### src/rtl/audio_stream_fetch.sv
// Audio playback fetch engine: keeps the I2S FIFO topped up from SDRAM with fixed-length
// read bursts, walking a track region once or in a loop.
module audio_stream_fetch #(
    parameter int unsigned ADDR_W    = 25,
    parameter int unsigned LVL_W     = 11,
    parameter int unsigned BURST_LEN = 256,
    parameter int unsigned LOW_WATER = 1024
) (
    input  logic              clk_i,
    input  logic              reset_i,
    input  logic              init_done_i,
    input  logic              start_i,
    input  logic              stop_i,
    input  logic              loop_en_i,
    input  logic [ADDR_W-1:0] track_base_i,
    input  logic [23:0]       track_len_i,
    output logic              sdram_rd_o,
    output logic [ADDR_W-1:0] sdram_addr_o,
    input  logic              sdram_ac_i,
    input  logic [15:0]       sdram_data_i,
    input  logic              sdram_wait_i,
    output logic              fifo_wrreq_o,
    output logic [15:0]       fifo_data_o,
    input  logic [LVL_W-1:0]  fifo_wrusedw_i,
    input  logic              fifo_wrfull_i,
    output logic              busy_o,
    output logic              done_o,
    output logic              underrun_o,
    output logic [15:0]       stall_cnt_o
);

    localparam int unsigned      BCNT_W    = $clog2(BURST_LEN + 1);
    localparam logic [LVL_W-1:0] LowWater  = LVL_W'(LOW_WATER);
    localparam logic [BCNT_W-1:0] BurstLen = BCNT_W'(BURST_LEN);

    typedef enum logic [1:0] {
        StIdle,
        StLevel,
        StBurst,
        StDrainStop
    } state_e;

    state_e              state_q, state_d;
    logic [ADDR_W-1:0]   cur_q, cur_d;
    logic [ADDR_W-1:0]   base_q, base_d;
    logic [23:0]         remain_q, remain_d;
    logic [23:0]         len_q, len_d;
    logic [BCNT_W-1:0]   bcnt_q, bcnt_d;
    logic                done_q, done_d;
    logic                underrun_q, underrun_d;
    logic                burst_seen_q, burst_seen_d;
    logic [15:0]         stall_q, stall_d;

    // A request, once raised, stays up until acknowledged, even across a stop.
    assign sdram_rd_o   = (state_q == StBurst) || (state_q == StDrainStop);
    assign sdram_addr_o = cur_q;
    assign fifo_wrreq_o = sdram_rd_o && sdram_ac_i && !reset_i;
    assign fifo_data_o  = sdram_data_i;
    assign busy_o       = (state_q != StIdle);
    assign done_o       = done_q;
    assign underrun_o   = underrun_q;
    assign stall_cnt_o  = stall_q;

    always_comb begin
        state_d      = state_q;
        cur_d        = cur_q;
        base_d       = base_q;
        remain_d     = remain_q;
        len_d        = len_q;
        bcnt_d       = bcnt_q;
        done_d       = done_q;
        underrun_d   = underrun_q;
        burst_seen_d = burst_seen_q;
        stall_d      = stall_q;

        if (sdram_rd_o && sdram_wait_i && (stall_q != 16'hFFFF)) begin
            stall_d = stall_q + 16'd1;
        end

        if (busy_o && burst_seen_q && (fifo_wrusedw_i == '0) && !fifo_wrfull_i) begin
            underrun_d = 1'b1;
        end

        unique case (state_q)
            StIdle: begin
                if (start_i && init_done_i && !stop_i) begin
                    base_d       = track_base_i;
                    len_d        = track_len_i;
                    cur_d        = track_base_i;
                    remain_d     = track_len_i;
                    done_d       = 1'b0;
                    underrun_d   = 1'b0;
                    burst_seen_d = 1'b0;
                    stall_d      = 16'd0;
                    if (track_len_i == 24'd0) begin
                        done_d = 1'b1;
                    end else begin
                        state_d = StLevel;
                    end
                end
            end

            StLevel: begin
                if (stop_i) begin
                    state_d = StIdle;
                end else if ((fifo_wrusedw_i < LowWater) && !fifo_wrfull_i) begin
                    state_d = StBurst;
                    bcnt_d  = BurstLen;
                end
            end

            StBurst: begin
                if (sdram_ac_i) begin
                    cur_d    = cur_q + ADDR_W'(1);
                    remain_d = remain_q - 24'd1;
                    bcnt_d   = bcnt_q - BCNT_W'(1);
                    if (stop_i) begin
                        state_d = StIdle;
                    end else if (remain_q == 24'd1) begin
                        if (loop_en_i) begin
                            cur_d    = base_q;
                            remain_d = len_q;
                            // A wrap landing on the last word of a burst still ends the burst.
                            if (bcnt_q == BCNT_W'(1)) begin
                                state_d      = StLevel;
                                burst_seen_d = 1'b1;
                            end
                        end else begin
                            state_d = StIdle;
                            done_d  = 1'b1;
                        end
                    end else if (bcnt_q == BCNT_W'(1)) begin
                        state_d      = StLevel;
                        burst_seen_d = 1'b1;
                    end
                end else if (stop_i) begin
                    state_d = StDrainStop;
                end
            end

            StDrainStop: begin
                if (sdram_ac_i) begin
                    cur_d   = cur_q + ADDR_W'(1);
                    state_d = StIdle;
                end
            end

            default: state_d = StIdle;
        endcase
    end

    always_ff @(posedge clk_i) begin
        if (reset_i) begin
            state_q      <= StIdle;
            cur_q        <= '0;
            base_q       <= '0;
            remain_q     <= '0;
            len_q        <= '0;
            bcnt_q       <= '0;
            done_q       <= 1'b0;
            underrun_q   <= 1'b0;
            burst_seen_q <= 1'b0;
            stall_q      <= '0;
        end else begin
            state_q      <= state_d;
            cur_q        <= cur_d;
            base_q       <= base_d;
            remain_q     <= remain_d;
            len_q        <= len_d;
            bcnt_q       <= bcnt_d;
            done_q       <= done_d;
            underrun_q   <= underrun_d;
            burst_seen_q <= burst_seen_d;
            stall_q      <= stall_d;
        end
    end

endmodule

### config.mk
export PLATFORM = sky130hd
export DESIGN_NAME = audio_stream_fetch
export DESIGN_NICKNAME = d
export VERILOG_FILES = /design/src/rtl/audio_stream_fetch.sv
export SDC_FILE = /design/constraint.sdc
export NUM_CORES = 1
export LEC_CHECK = 0
export BUFFER_PORTS_ARGS = -buffer_cell sky130_fd_sc_hd__buf_4
export CAP_MARGIN = 30
export CELL_PAD_IN_SITES_DETAIL_PLACEMENT = 1
export CELL_PAD_IN_SITES_GLOBAL_PLACEMENT = 2
export CORE_ASPECT_RATIO = 2
export CORE_MARGIN = 1
export CORE_UTILIZATION = 30
export CTS_BUF_LIST = sky130_fd_sc_hd__clkbuf_4 sky130_fd_sc_hd__clkbuf_8
export DETAILED_ROUTE_END_ITERATION = 16
export PLACE_DENSITY_LB_ADDON = 0.1
export SYNTH_ARGS = -nofsm -noshare
export SYNTH_HDL_FRONTEND = slang
export SYNTH_SLANG_ARGS = --single-unit
### constraint.sdc
create_clock -name clk_i -period 3.2 [get_ports clk_i]
set_clock_uncertainty 0.2 [all_clocks]
set_input_delay 0.48 -clock clk_i [delete_from_list [all_inputs] [get_ports clk_i]]
set_output_delay 0.48 -clock clk_i [all_outputs]
set_load 0.02 [all_outputs]
Word level (Yosys, flattened, before mapping)

Index checks and enable logic that the tools add are counted.
Widths: inputs -> output; s select.

Add/sub/neg operators: 4
$mul: 0
Divide/modulo/power cells: 0
Magnitude comparators: 1
Eq/ne operators: 18
Shift operators: 0
Multiplexer cells: 49
Bitwise gates (word level): 0
Reductions and logical operators: 28

Operators by type and width:

| cell                  | number |
|---|---|
| $mux 25               | 6 |
| $mux 24               | 5 |
| $pmux 25 s3           | 1 |
| $mux 16               | 3 |
| $pmux 24 s2           | 1 |
| $mux 9                | 3 |
| $add 25x1->25 const B | 1 |
| $eq 24x1->1 const B   | 1 |
| $logic_not 24->1      | 1 |
| $sub 24x1->24 const B | 1 |
| $mux 2                | 11 |
| $pmux 9 s2            | 1 |
| $add 16x1->16 const B | 1 |
| $ne 16x16->1 const B  | 1 |
| $ne 2x2->1 const B    | 8 |
| $mux 1                | 15 |
| $logic_not 11->1      | 1 |
| $lt 11x11->1 const B  | 1 |
| $logic_and 1x1->1     | 10 |
| $reduce_and 5->1      | 2 |
| $eq 9x1->1 const B    | 1 |
| $ne 3x3->1 const B    | 3 |
| $sub 9x1->9 const B   | 1 |
| $pmux 2 s4            | 1 |
| 13 further kinds      | 20 |

Register bits after elaboration: 128
Bits in latches: 0
RAM bits: 0
ROM bits: 0
Bits of input ports: 85
Output and inout port bits: 62
Word-level logic and storage cells: 110
Memories: 0

Logic depth before layout (Yosys ltp)

Depth after elaboration: 7
Depth in mapped cells: 10
Mapped depth without buffers: 8

Least setup slack after synthesis

Ideal clock, no wire load.

Path type: reg-to-reg
From: reg remain_q[0]
To: reg cur_q[1], in the netlist sdram_addr_o[1]
Setup time: 0.137 ns
Arrival: 2.002 ns
Required time: 2.863 ns
Slack: 0.861 ns
Cell stages (with the launch flop): 9
Path buffers: 1
Cell sequence: dfxtp_1 ha_1 nor4b_1 nand4_2 or2_1 buf_2 mux2_4 a221oi_2 a211oi_1

Word-level cells in the longest chain between the ends: 5

Ends and longest elaborated chain:

| item                   | RTL line | RTL |
|---|---|---|
| from (decl)            | 46       | `logic [23:0] remain_q, remain_d;` |
| from (signal assigned) | 168      | `remain_q <= remain_d;` |
| $eq 24x1->1            | 119      | `end else if (remain_q == 24'd1) begin` |
| $mux 25                | 119      |  |
| $mux 25                | 117      | `if (stop_i) begin` |
| $mux 25                | 113      | `if (sdram_ac_i) begin` |
| $pmux 25 s3            | 84       | `unique case (state_q)` |
| to (signal assigned)   | 166      | `cur_q <= cur_d;` |
| to (decl)              | 44       | `logic [ADDR_W-1:0] cur_q, cur_d;` |

No other way between the ends. The select of a mux whose other input is x is not followed.
A chain may end at the register's enable or synchronous reset.

Worst setup path in the final report

From: reg remain_q[16]
To: reg cur_q[10], in the netlist sdram_addr_o[10]

The elaborated chain is that of the path after synthesis.

==> summary.md <==
| Metric | Value |
|---|---|
| Commonest cells in the netlist | nand2_1, dfxtp_1, a21oi_1 |
| Design area | 8540 um2 |
| # hold bufs at CTS | 0 |
| Tcrit/Tclk final | 0.869 |
| WP data required | 3390 ps |
| CP cell instances | nor4_1 > nand4b_1 > or2_1 > buf_4 > mux2i_1 > a21oi_1 > a32o_1 |
| RD Place Congestion | 0.813 |
| Worst-Margin Slew | 734 ps |
| Rows | 78 |
| Max Transition Viols Final | 0 |
| Share of post-route cells with drive strength above 1 | 0.199 |
| Final wirelength | 25.4 mm |
| Crit path largest cell delay | 590 ps |
| Pint | 2.92 mW |
| Power share of the combinational group | 0.141 |
| Max VDD drop | 0.349 mV |
| Core area | 22600 um2 |
| Clk pwr share | 0.432 |
| Initial antenna violation count | 0 |
| Vias | 6996 |
| Clk slew on worst S/H paths | 80 ps |
| Worst path slowest cell | nor4_1 |
| RSZ-0062 raised after global routing | no |
| Syn Area/Cell | 7.64 um2 |
| Arr. time, crit path | 2970 ps |
| PwrDens | 470 nW/um2 |
| Area occupied by multi-input gates | 3950 um2 |
| Layout Nets | 1089 |
| Fmax | 360 MHz |
| Post-synth EDFFs | 0 |
| Max-cap violations | 0 |
| Antenna cells | 0 |
| DRT Pass-1 Iters | 4 |
| Top-count cell post-synth | nand2_1 |
| Top FF cell, synth | dfxtp_1 |
| Crit path kind | flop to flop |
| Final setup fails | 0 |
| Initial core utilization | 0.305 |
| Clk buf depth | 2 |
| CTS root buf | clkbuf_8 |
| Die footprint | 23700 um2 |
| DR iter-0 viols | 281 |
| Relative max-transition margin | 0.510 |
| Static Leak | 3.21 nW |
| Seq pwr share | 0.427 |
| Post-synth cell types | 73 |
| Share of the synthesized area in the top cell type | 0.371 |
| Final Non-Filler Cells | 1290 |
| Mapped Cells | 905 |
| Die Ht | 217 um |
| HP Class | input port to flop |
| Largest net degree at the start of global routing | 43 |
| PostCTS Resize Cnt | 0 |
| Detailed Place HPWL | 18.8 mm |
| DRC viols | 0 |
| CTS tree | yes |
| Hold Violations, Final | 0 |
| Io pins | 147 |
| Buffers on Ports | 114 |
| Min Hold Slack | 38.3 ps |
| Clk Latency, worst-skew pair | 490 ps |
| Net Count, Synth | 996 |
| Final ANT Viol Nets | 0 |
| Vias in the first global route | 7276 |
| Register area | 2560 um2 |
| Total GRT Usage | 0.225 |
| Top post-synthesis cells by area | dfxtp_1, nand2_1, a21oi_1 |
| CP endpoint kind | flop |
| First-pass GRT wire length | 39.7 mm |
| Startpoint type of the worst setup path | flop |
| Post-route minimum period | 2780 ps |
| Async S/R FF share, synth | 0 |
| Post-DP Area | 8060 um2 |
| DP Cell Count | 1259 |
| Yosys top cell by area | dfxtp_1 |
| Synthesized area | 6910 um2 |
| Seq/Total Area, Yosys | 0.371 |
| Max H-tree Level | 4 |
| Wire length per cell | 19.7 um |
| Post-CTS setup buffers | 0 |
| TNS Setup | 0 ps |
| Register bit total from synthesis | 128 |
| CP max FO | 14 |
| Switch share | 0.273 |
| Area growth from synthesis to layout | 23.5% |
| Pwr Total | 4.01 mW |
| NetSw | 1.10 mW |
| Total global routing overflow | 0 |
| Yosys warning count | 0 |
| Status | completed |
| FILL cells | 2810 |
| Clock sink total | 128 |
| Vias/cell | 5.42 |
| Num CTS Buffers | 17 |
| Die width | 109 um |
## registers in the layout, summed over array words and instances, names as in the netlist
name / count
len_q: 24
remain_q: 24
state_q: 2
done_o: 1
sdram_addr_o: 25
underrun_o: 1
stall_cnt_o: 16
bcnt_q: 9
burst_seen_q: 1
base_q: 25
## stage by stage
stage	utilization	setup WS (ps)
5_1_grt	0.377	193
4_1_cts	0.377	398
3_5_place_dp	0.356	402
6_report	0.377	419
3_3_place_gp	0.356	503
2_1_floorplan	-	861
## final timing paths
path                              from                             to  slack, ps  depth (start not counted)
min                   track_base_i[22]        base_q[22]$_SDFFE_PP0P_         40                          3
min reg2reg      len_q[7]$_SDFFE_PP0P_          len_q[7]$_SDFFE_PP0P_        260                          2
max          remain_q[16]$_SDFFE_PP0P_  sdram_addr_o[10]$_SDFFE_PP0P_        420                          7
max reg2reg  remain_q[16]$_SDFFE_PP0P_  sdram_addr_o[10]$_SDFFE_PP0P_        420                          7
## critical path, delay by kind of cell (launching register included)
kind | cells | cell delay [ps]
AO/OA/AOI/OAI | 2 | 280
buffers and inverters | 1 | 280
flip-flops | 1 | 370
multiplexers | 1 | 160
AND/OR/NAND/NOR | 3 | 1390
## power groups by stage
| stage | Combinational [mW] | Clock [mW] | Sequential (mW) |
|---|---|---|---|
| finish | 0.566 | 1.73 | 1.71 |
| global route | 0.627 | 1.84 | 1.72 |
| CTS | 0.576 | 1.79 | 1.71 |
| detailed placement | 0.573 | 0 | 1.75 |
| global placement | 0.569 | 0 | 1.75 |
| floorplan | 0.358 | 0 | 1.75 |
## area by class of cell
class / instances / area share
multi-input cells: 685 / 0.462
flip-flops and latches: 128 / 0.300
repair buffers: 148 / 0.133
well taps: 280 / 0.0410
clock buffers: 20 / 0.0308
clock inverters: 11 / 0.0248
inverters: 18 / 0.00792
## metal layers
layer / wire [um] / track usage / vias up
li1: - / - / 3418
met1: 9610 / 0.226 / 3414
met2: 14300 / 0.432 / 132
met3: 877 / 0.0487 / 32
met4: 671 / 0.0858 / 0
met5: 0 / 0 / -
## cells by family after synthesis
| group | Yosys count | share of synthesized area |
|---|---|---|
| XOR/XNOR | 43 | 0.0545 |
| buffers and inverters | 92 | 0.0619 |
| AND/OR/NAND/NOR | 399 | 0.277 |
| adder cells (fa/ha/maj) | 6 | 0.0109 |
| AO/OA/AOI/OAI | 231 | 0.216 |
| multiplexers | 6 | 0.00941 |
| flip-flops | 128 | 0.371 |
## cell usage in the layout (no fill, tap or decap), types with 3 or more instances in the layout
cell and n:
a211oi_1 14, a21o_1 4, a21oi_1 91, a311oi_1 8
a31o_2 3, a31oi_1 5, a32o_1 4, and2_1 3
and3_1 8, and4_1 5, buf_4 146, bufinv_16 6
clkbuf_8 18, clkinv_2 3, dfxtp_1 128, ha_1 6
inv_1 17, mux2i_1 5, nand2_1 160, nand3_1 20
nand4_1 21, nor2_1 86, nor3_1 33, nor4_1 18
nor4b_1 5, o211ai_1 26, o21ai_0 30, o2bb2ai_1 3
o31ai_1 12, or3_1 8, or4_1 6, xnor2_1 18
xor2_1 25
No activity file was read; power rests on OpenSTA's default activity.
